[src/rtl/branch_sequencer.sv]
// Conditional-branch sequencer for the T3..T6 control steps of a branch instruction.
// Once a start request carrying the branch opcode is accepted, the block walks
// T3 -> T4 -> T5 -> T6 -> DONE -> IDLE, one cycle per state. In each state it
// drives that state's datapath controls. It also records the branch outcome
// and keeps saturating counts of taken and not-taken branches.
//
// Ports:
//   clock, clear            clock; synchronous active-high reset
//   start, ir               request to execute ir; accepted only in IDLE
//   con_out                 CON flip-flop result, sampled when leaving T3
//   c2                      registered C2 condition field (ir[20:19])
//   gra, rout, con_in       T3 controls
//   pc_out, y_in            T4 controls
//   c_out, add_op, z_in     T5 controls
//   zlo_out, pc_in          T6 controls (pc_in only when the branch is taken)
//   busy, done, taken       status; done/taken valid in DONE only
//   illegal                 one-cycle pulse after a start with a non-branch opcode
//   taken_cnt, nottaken_cnt saturating outcome counters
module branch_sequencer #(
  parameter logic [4:0]  BR_OPCODE = 5'b10010,
  parameter int unsigned CNT_W     = 16
) (
  input  logic             clock,
  input  logic             clear,
  input  logic             start,
  input  logic [31:0]      ir,
  input  logic             con_out,
  output logic [1:0]       c2,
  output logic             gra,
  output logic             rout,
  output logic             con_in,
  output logic             pc_out,
  output logic             y_in,
  output logic             c_out,
  output logic             add_op,
  output logic             z_in,
  output logic             zlo_out,
  output logic             pc_in,
  output logic             busy,
  output logic             done,
  output logic             taken,
  output logic             illegal,
  output logic [CNT_W-1:0] taken_cnt,
  output logic [CNT_W-1:0] nottaken_cnt
);

  typedef enum logic [2:0] {
    S_IDLE = 3'd0,
    S_T3   = 3'd1,
    S_T4   = 3'd2,
    S_T5   = 3'd3,
    S_T6   = 3'd4,
    S_DONE = 3'd5
  } state_t;

  localparam logic [CNT_W-1:0] CNT_ONE = CNT_W'(1);

  state_t           state_q, state_d;
  logic [1:0]       c2_q, c2_d;
  logic             con_q, con_d;
  logic             illegal_q, illegal_d;
  logic [CNT_W-1:0] taken_cnt_q, taken_cnt_d;
  logic [CNT_W-1:0] nottaken_cnt_q, nottaken_cnt_d;

  // Next-state and register updates
  always_comb begin
    state_d        = state_q;
    c2_d           = c2_q;
    con_d          = con_q;
    illegal_d      = 1'b0;
    taken_cnt_d    = taken_cnt_q;
    nottaken_cnt_d = nottaken_cnt_q;
    unique case (state_q)
      S_IDLE: begin
        if (start) begin
          if (ir[31:27] == BR_OPCODE) begin
            state_d = S_T3;
            c2_d    = ir[20:19];
          end else begin
            illegal_d = 1'b1;
          end
        end
      end
      S_T3: begin
        state_d = S_T4;
        con_d   = con_out;
      end
      S_T4: state_d = S_T5;
      S_T5: state_d = S_T6;
      S_T6: begin
        // Counters update on the edge into DONE, so they are current while done=1.
        state_d = S_DONE;
        if (con_q) begin
          if (taken_cnt_q != '1) taken_cnt_d = taken_cnt_q + CNT_ONE;
        end else begin
          if (nottaken_cnt_q != '1) nottaken_cnt_d = nottaken_cnt_q + CNT_ONE;
        end
      end
      S_DONE:  state_d = S_IDLE;
      default: state_d = S_IDLE;
    endcase
  end

  always_ff @(posedge clock) begin
    if (clear) begin
      state_q        <= S_IDLE;
      c2_q           <= '0;
      con_q          <= 1'b0;
      illegal_q      <= 1'b0;
      taken_cnt_q    <= '0;
      nottaken_cnt_q <= '0;
    end else begin
      state_q        <= state_d;
      c2_q           <= c2_d;
      con_q          <= con_d;
      illegal_q      <= illegal_d;
      taken_cnt_q    <= taken_cnt_d;
      nottaken_cnt_q <= nottaken_cnt_d;
    end
  end

  // Moore output decode
  always_comb begin
    gra     = 1'b0;
    rout    = 1'b0;
    con_in  = 1'b0;
    pc_out  = 1'b0;
    y_in    = 1'b0;
    c_out   = 1'b0;
    add_op  = 1'b0;
    z_in    = 1'b0;
    zlo_out = 1'b0;
    pc_in   = 1'b0;
    done    = 1'b0;
    taken   = 1'b0;
    unique case (state_q)
      S_T3: begin
        gra    = 1'b1;
        rout   = 1'b1;
        con_in = 1'b1;
      end
      S_T4: begin
        pc_out = 1'b1;
        y_in   = 1'b1;
      end
      S_T5: begin
        c_out  = 1'b1;
        add_op = 1'b1;
        z_in   = 1'b1;
      end
      S_T6: begin
        zlo_out = 1'b1;
        pc_in   = con_q;
      end
      S_DONE: begin
        done  = 1'b1;
        taken = con_q;
      end
      default: ;
    endcase
  end

  assign busy         = (state_q != S_IDLE);
  assign c2           = c2_q;
  assign illegal      = illegal_q;
  assign taken_cnt    = taken_cnt_q;
  assign nottaken_cnt = nottaken_cnt_q;

endmodule

[config.mk]
export PLATFORM = sky130hd
export DESIGN_NAME = branch_sequencer
export DESIGN_NICKNAME = d
export VERILOG_FILES = /design/src/rtl/branch_sequencer.sv
export SDC_FILE = /design/constraint.sdc
export NUM_CORES = 1
export LEC_CHECK = 0
export ABC_AREA = 1
export CORE_ASPECT_RATIO = 1.1
export CORE_MARGIN = 8
export CORE_UTILIZATION = 40
export DETAILED_ROUTE_END_ITERATION = 7
export MAX_ROUTING_LAYER = met4
export PLACE_DENSITY_LB_ADDON = 0.3
export SYNTH_ARGS = -nofsm -noshare
export SYNTH_HDL_FRONTEND = slang
export SYNTH_SLANG_ARGS = --single-unit
[constraint.sdc]
create_clock -name clock -period 3.9 [get_ports clock]
set_input_delay 0.585 -clock clock [delete_from_list [all_inputs] [get_ports clock]]
set_output_delay 0.585 -clock clock [all_outputs]
set_load 0.005 [all_outputs]
==> results.py <==
metrics = {
    "timing": {
        "finalMaxSlewViolations": 0,
        "rsz0062_at_grt": "no",
        "finalWorstPathRequiredPeriod_ns": 2.47,
        "tightest_slew_ns": 0.903,
        "slew-limit-headroom_pct": 39.8,
        "min_period_over_period_pct": 63.4,
        "max_freq_ghz": 0.404,
        "final.setup.tns_ns": 0,
        "setup_viol": 0,
        "finalHoldViolCount": 0,
        "timing.clock.skew_ns": 0.0113,
    },
    "routing": {
        "num_vias": 2410,
        "drc": 0,
        "detail_route.first_pass.iterations": 4,
        "routed_via_density": 4.79,
        "drt_total_wl_um": 5840,
        "drt-wirelength-per-cell_um": 11.6,
        "antenna_left": 0,
        "drc_violation_total_after_the_first_tritonroute_iteration": 87,
    },
    "clock_tree": {
        "post-cts-setup-buffers": 0,
        "post_cts_hold_buffer_count": 0,
        "cts-root-to-sink-buffers": 2,
        "tritoncts.num_buffers": 5,
        "path_clk_slew_ns": 0.07,
        "worst_skew_pair.late_latency_ns": 0.30,
        "htree_levels": 2,
        "clock-sinks": 39,
        "cts_root_buf": "sky130_fd_sc_hd__clkbuf_8",
        "post_cts_sizing": 0,
        "cts_tree": "built",
    },
    "yosys": {
        "post_synthesis_cell_type_with_the_largest_combined_area": "sky130_fd_sc_hd__dfxtp_1",
        "synth.avg_cell_area_um2": 6.47,
        "ys_seq_elements": 39,
        "yosys-top-cells-area": "sky130_fd_sc_hd__dfxtp_1 33%, sky130_fd_sc_hd__nand2_1 13%, sky130_fd_sc_hd__nor2_1 12%",
        "postSynthCellCount": 370,
        "synth_top_area_share_pct": 32.6,
        "yosysUniqueCellTypes": 33,
        "ys_seq_area_share_pct": 32.6,
        "syn_nets": 408,
        "syn-cell-area_mm2": 0.00239,
        "synth_warnings": 0,
    },
    "placement": {
        "globalplace.congestion": 0.832,
        "post-dp-hpwl_um": 4610,
        "detailed_place.area_mm2": 0.00300,
        "port_buffers": 58,
    },
    "critical_path": {
        "critical_path_buf_inv_count": 2,
        "timing.setup.critical_path_class": "flip-flop to output port",
        "critical_path.max_fanout": 6,
        "worstPathRequired_ns": 3.31,
        "worst_setup_path_end_kind": "output port",
        "critical_path.max_stage_delay_ns": 0.62,
        "crit_path_cell_trace": "inv_1 -> nor3_1 -> clkdlybuf4s50_1",
        "crit_path_top_delay_cell": "sky130_fd_sc_hd__clkdlybuf4s50_1",
        "critPathLaunchType": "flip-flop",
        "timing.critical_path.max_delay_family": "buffers and inverters",
        "arrival_ns": 1.89,
    },
    "finish": {
        "drive_above_1_share_pct": 10.1,
        "final_design_area_no_fill_mm2": 0.00314,
        "final.fill_count": 561,
        "diodes": 0,
        "layout.area.seq_um2": 781,
        "final_net_count": 463,
        "areaGrowthSynthToFinish_pct": 31.3,
        "multi_input_area_mm2": 0.00136,
    },
    "power": {
        "power-per-cell-area_mw_per_mm2": 291,
        "power.switching_mw": 0.204,
        "seqPwrFrac_pct": 45.4,
        "clock_power_share_pct": 44.3,
        "netSwitchingFraction_pct": 22.4,
        "combinationalPowerShare_pct": 10.3,
        "ir_worst_vdd_mv": 0.170,
        "leakage_nw": 1.17,
        "power_report.internal_total_mw": 0.709,
    },
    "die": {
        "die-area_mm2": 0.00871,
        "die_h_um": 97.1,
        "pin_count": 84,
        "floorplan.rows": 29,
        "floorplan.core_area_mm2": 0.00577,
        "starting_utilization_of_the_core_area_pct": 41.5,
        "die_w_um": 89.7,
    },
    "outcome": {
        "outcome": "completed",
    },
    "global_route": {
        "wire_length_of_the_first_global_routing_pass_um": 10600,
        "grtUsageTotal_pct": 14.7,
        "overflow": 0,
        "vias_in_the_first_global_route": 2335,
        "number_of_antenna_violations_at_the_first_check_in_global_routing": 0,
        "grt_start_max_net_pins": 31,
    },
    "worst_hold_path": {
        "hp-class": "flip-flop to flip-flop",
    },
    "run": {
        "cap_viol_max_count": 0,
    },
}
per-layer routing:
layer  vias up  track usage (%)  share of wire (%)
met4         0             4.56               0.43
met5         -                -                  0
li1       1279                -                  -
met1      1076             15.8                 43
met3         2             4.17                5.1
met2        53             25.5                 51
worst paths after layout:
check / from / end / slack [ns] / cells past startpoint
worst min-delay path: c2[0] / c2[0] / 0.49 / 2
worst max-delay path: state_q[0] / rout / 1.43 / 3
worst max register to register: taken_cnt[0] / taken_cnt[1] / 2.35 / 7
worst min register to register: c2[0] / c2[0] / 0.49 / 2
registers in the layout (all words and copies together) (netlist names):
signal and count:
c2 2, con_q 1, illegal 1, nottaken_cnt 16, state_q 3, taken_cnt 16
worst min-delay path, delay by kind of cell, from the launching register on:
family	cells	cell delay (ns)
DFF	1	0.33
and+or+nand+nor	2	0.13
layout make-up:
| cell class | instances | share of cell area (%) |
|---|---|---|
| inverter | 46 | 5.82 |
| multi-input combinational | 275 | 43.4 |
| tap | 77 | 3.07 |
| sequential | 39 | 24.9 |
| clock buffer | 5 | 2.19 |
| clock inverter | 3 | 2.15 |
| timing repair buffer | 58 | 18.5 |
synthesized netlist by cell type:
master / n
sky130_fd_sc_hd__nand2_1: 83
sky130_fd_sc_hd__nor2_1: 75
sky130_fd_sc_hd__inv_1: 41
sky130_fd_sc_hd__dfxtp_1: 39
sky130_fd_sc_hd__nand3_1: 24
sky130_fd_sc_hd__a21oi_1: 23
sky130_fd_sc_hd__o21ai_0: 12
sky130_fd_sc_hd__nor2_2: 11
sky130_fd_sc_hd__nand4_1: 9
sky130_fd_sc_hd__nand2_2: 7
sky130_fd_sc_hd__nor2_4: 6
sky130_fd_sc_hd__buf_4: 5
sky130_fd_sc_hd__nor3_1: 5
sky130_fd_sc_hd__clkbuf_1: 3
sky130_fd_sc_hd__clkinv_1: 2
sky130_fd_sc_hd__clkinv_4: 2
sky130_fd_sc_hd__ha_1: 2
sky130_fd_sc_hd__nand2_4: 2
sky130_fd_sc_hd__nand3_4: 2
sky130_fd_sc_hd__o21a_1: 2
sky130_fd_sc_hd__xnor2_1: 2
sky130_fd_sc_hd__xor2_1: 2
sky130_fd_sc_hd__a31oi_1: 1
sky130_fd_sc_hd__buf_2: 1
sky130_fd_sc_hd__buf_6: 1
sky130_fd_sc_hd__inv_2: 1
sky130_fd_sc_hd__nand3b_1: 1
sky130_fd_sc_hd__nand4_2: 1
sky130_fd_sc_hd__nand4_4: 1
sky130_fd_sc_hd__nor4_1: 1
sky130_fd_sc_hd__o21ai_1: 1
sky130_fd_sc_hd__o21ai_4: 1
sky130_fd_sc_hd__or2_2: 1
power by group through the flow:
stage               registers (mW)  logic [mW]  clock network [mW]
floorplan                    0.423      0.0546                   0
global placement             0.424      0.0943                   0
detailed placement           0.424      0.0960                   0
CTS                          0.415      0.0960               0.420
global route                 0.417       0.105               0.439
finish                       0.415      0.0939               0.405
cells by family after synthesis:
logic type,count (synthesis),share of synthesized area (%)
AND/OR/NAND/NOR,229,45.4
buffers and inverters,56,10.4
AO/OA/AOI/OAI,40,9.10
flip-flops,39,32.6
XOR/XNOR,4,1.46
adder cells (fa/ha/maj),2,1.05
cell usage in the layout, fill, tap and decap left out, types with 5 or more instances in the layout:
master and n:
sky130_fd_sc_hd__nand3_1 24, sky130_fd_sc_hd__dfxtp_1 39, sky130_fd_sc_hd__nand4_1 9, sky130_fd_sc_hd__a21oi_1 23, sky130_fd_sc_hd__o21ai_0 12, sky130_fd_sc_hd__nor2_2 11
sky130_fd_sc_hd__inv_1 41, sky130_fd_sc_hd__nor3_1 5, sky130_fd_sc_hd__nor2_4 6, sky130_fd_sc_hd__nand2_2 7, sky130_fd_sc_hd__clkdlybuf4s50_1 58, sky130_fd_sc_hd__nor2_1 75
sky130_fd_sc_hd__clkbuf_8 5, sky130_fd_sc_hd__nand2_1 83
through the flow:
step | utilization, % | hold WS, ns | total power, mW | std cells | setup WS, ns
finish | 54.4 | 0.490 | 0.914 | 503 | 1.43
global route | 54.4 | 0.513 | 0.961 | 503 | 1.26
CTS | 54.4 | 0.499 | 0.932 | 503 | 1.38
detailed placement | 52.1 | 0.479 | 0.520 | 495 | 1.45
global placement | 52.1 | 0.470 | 0.518 | 495 | 1.47
floorplan | - | 0.477 | 0.478 | 370 | 2.25
(Power assumes the default switching activity.)
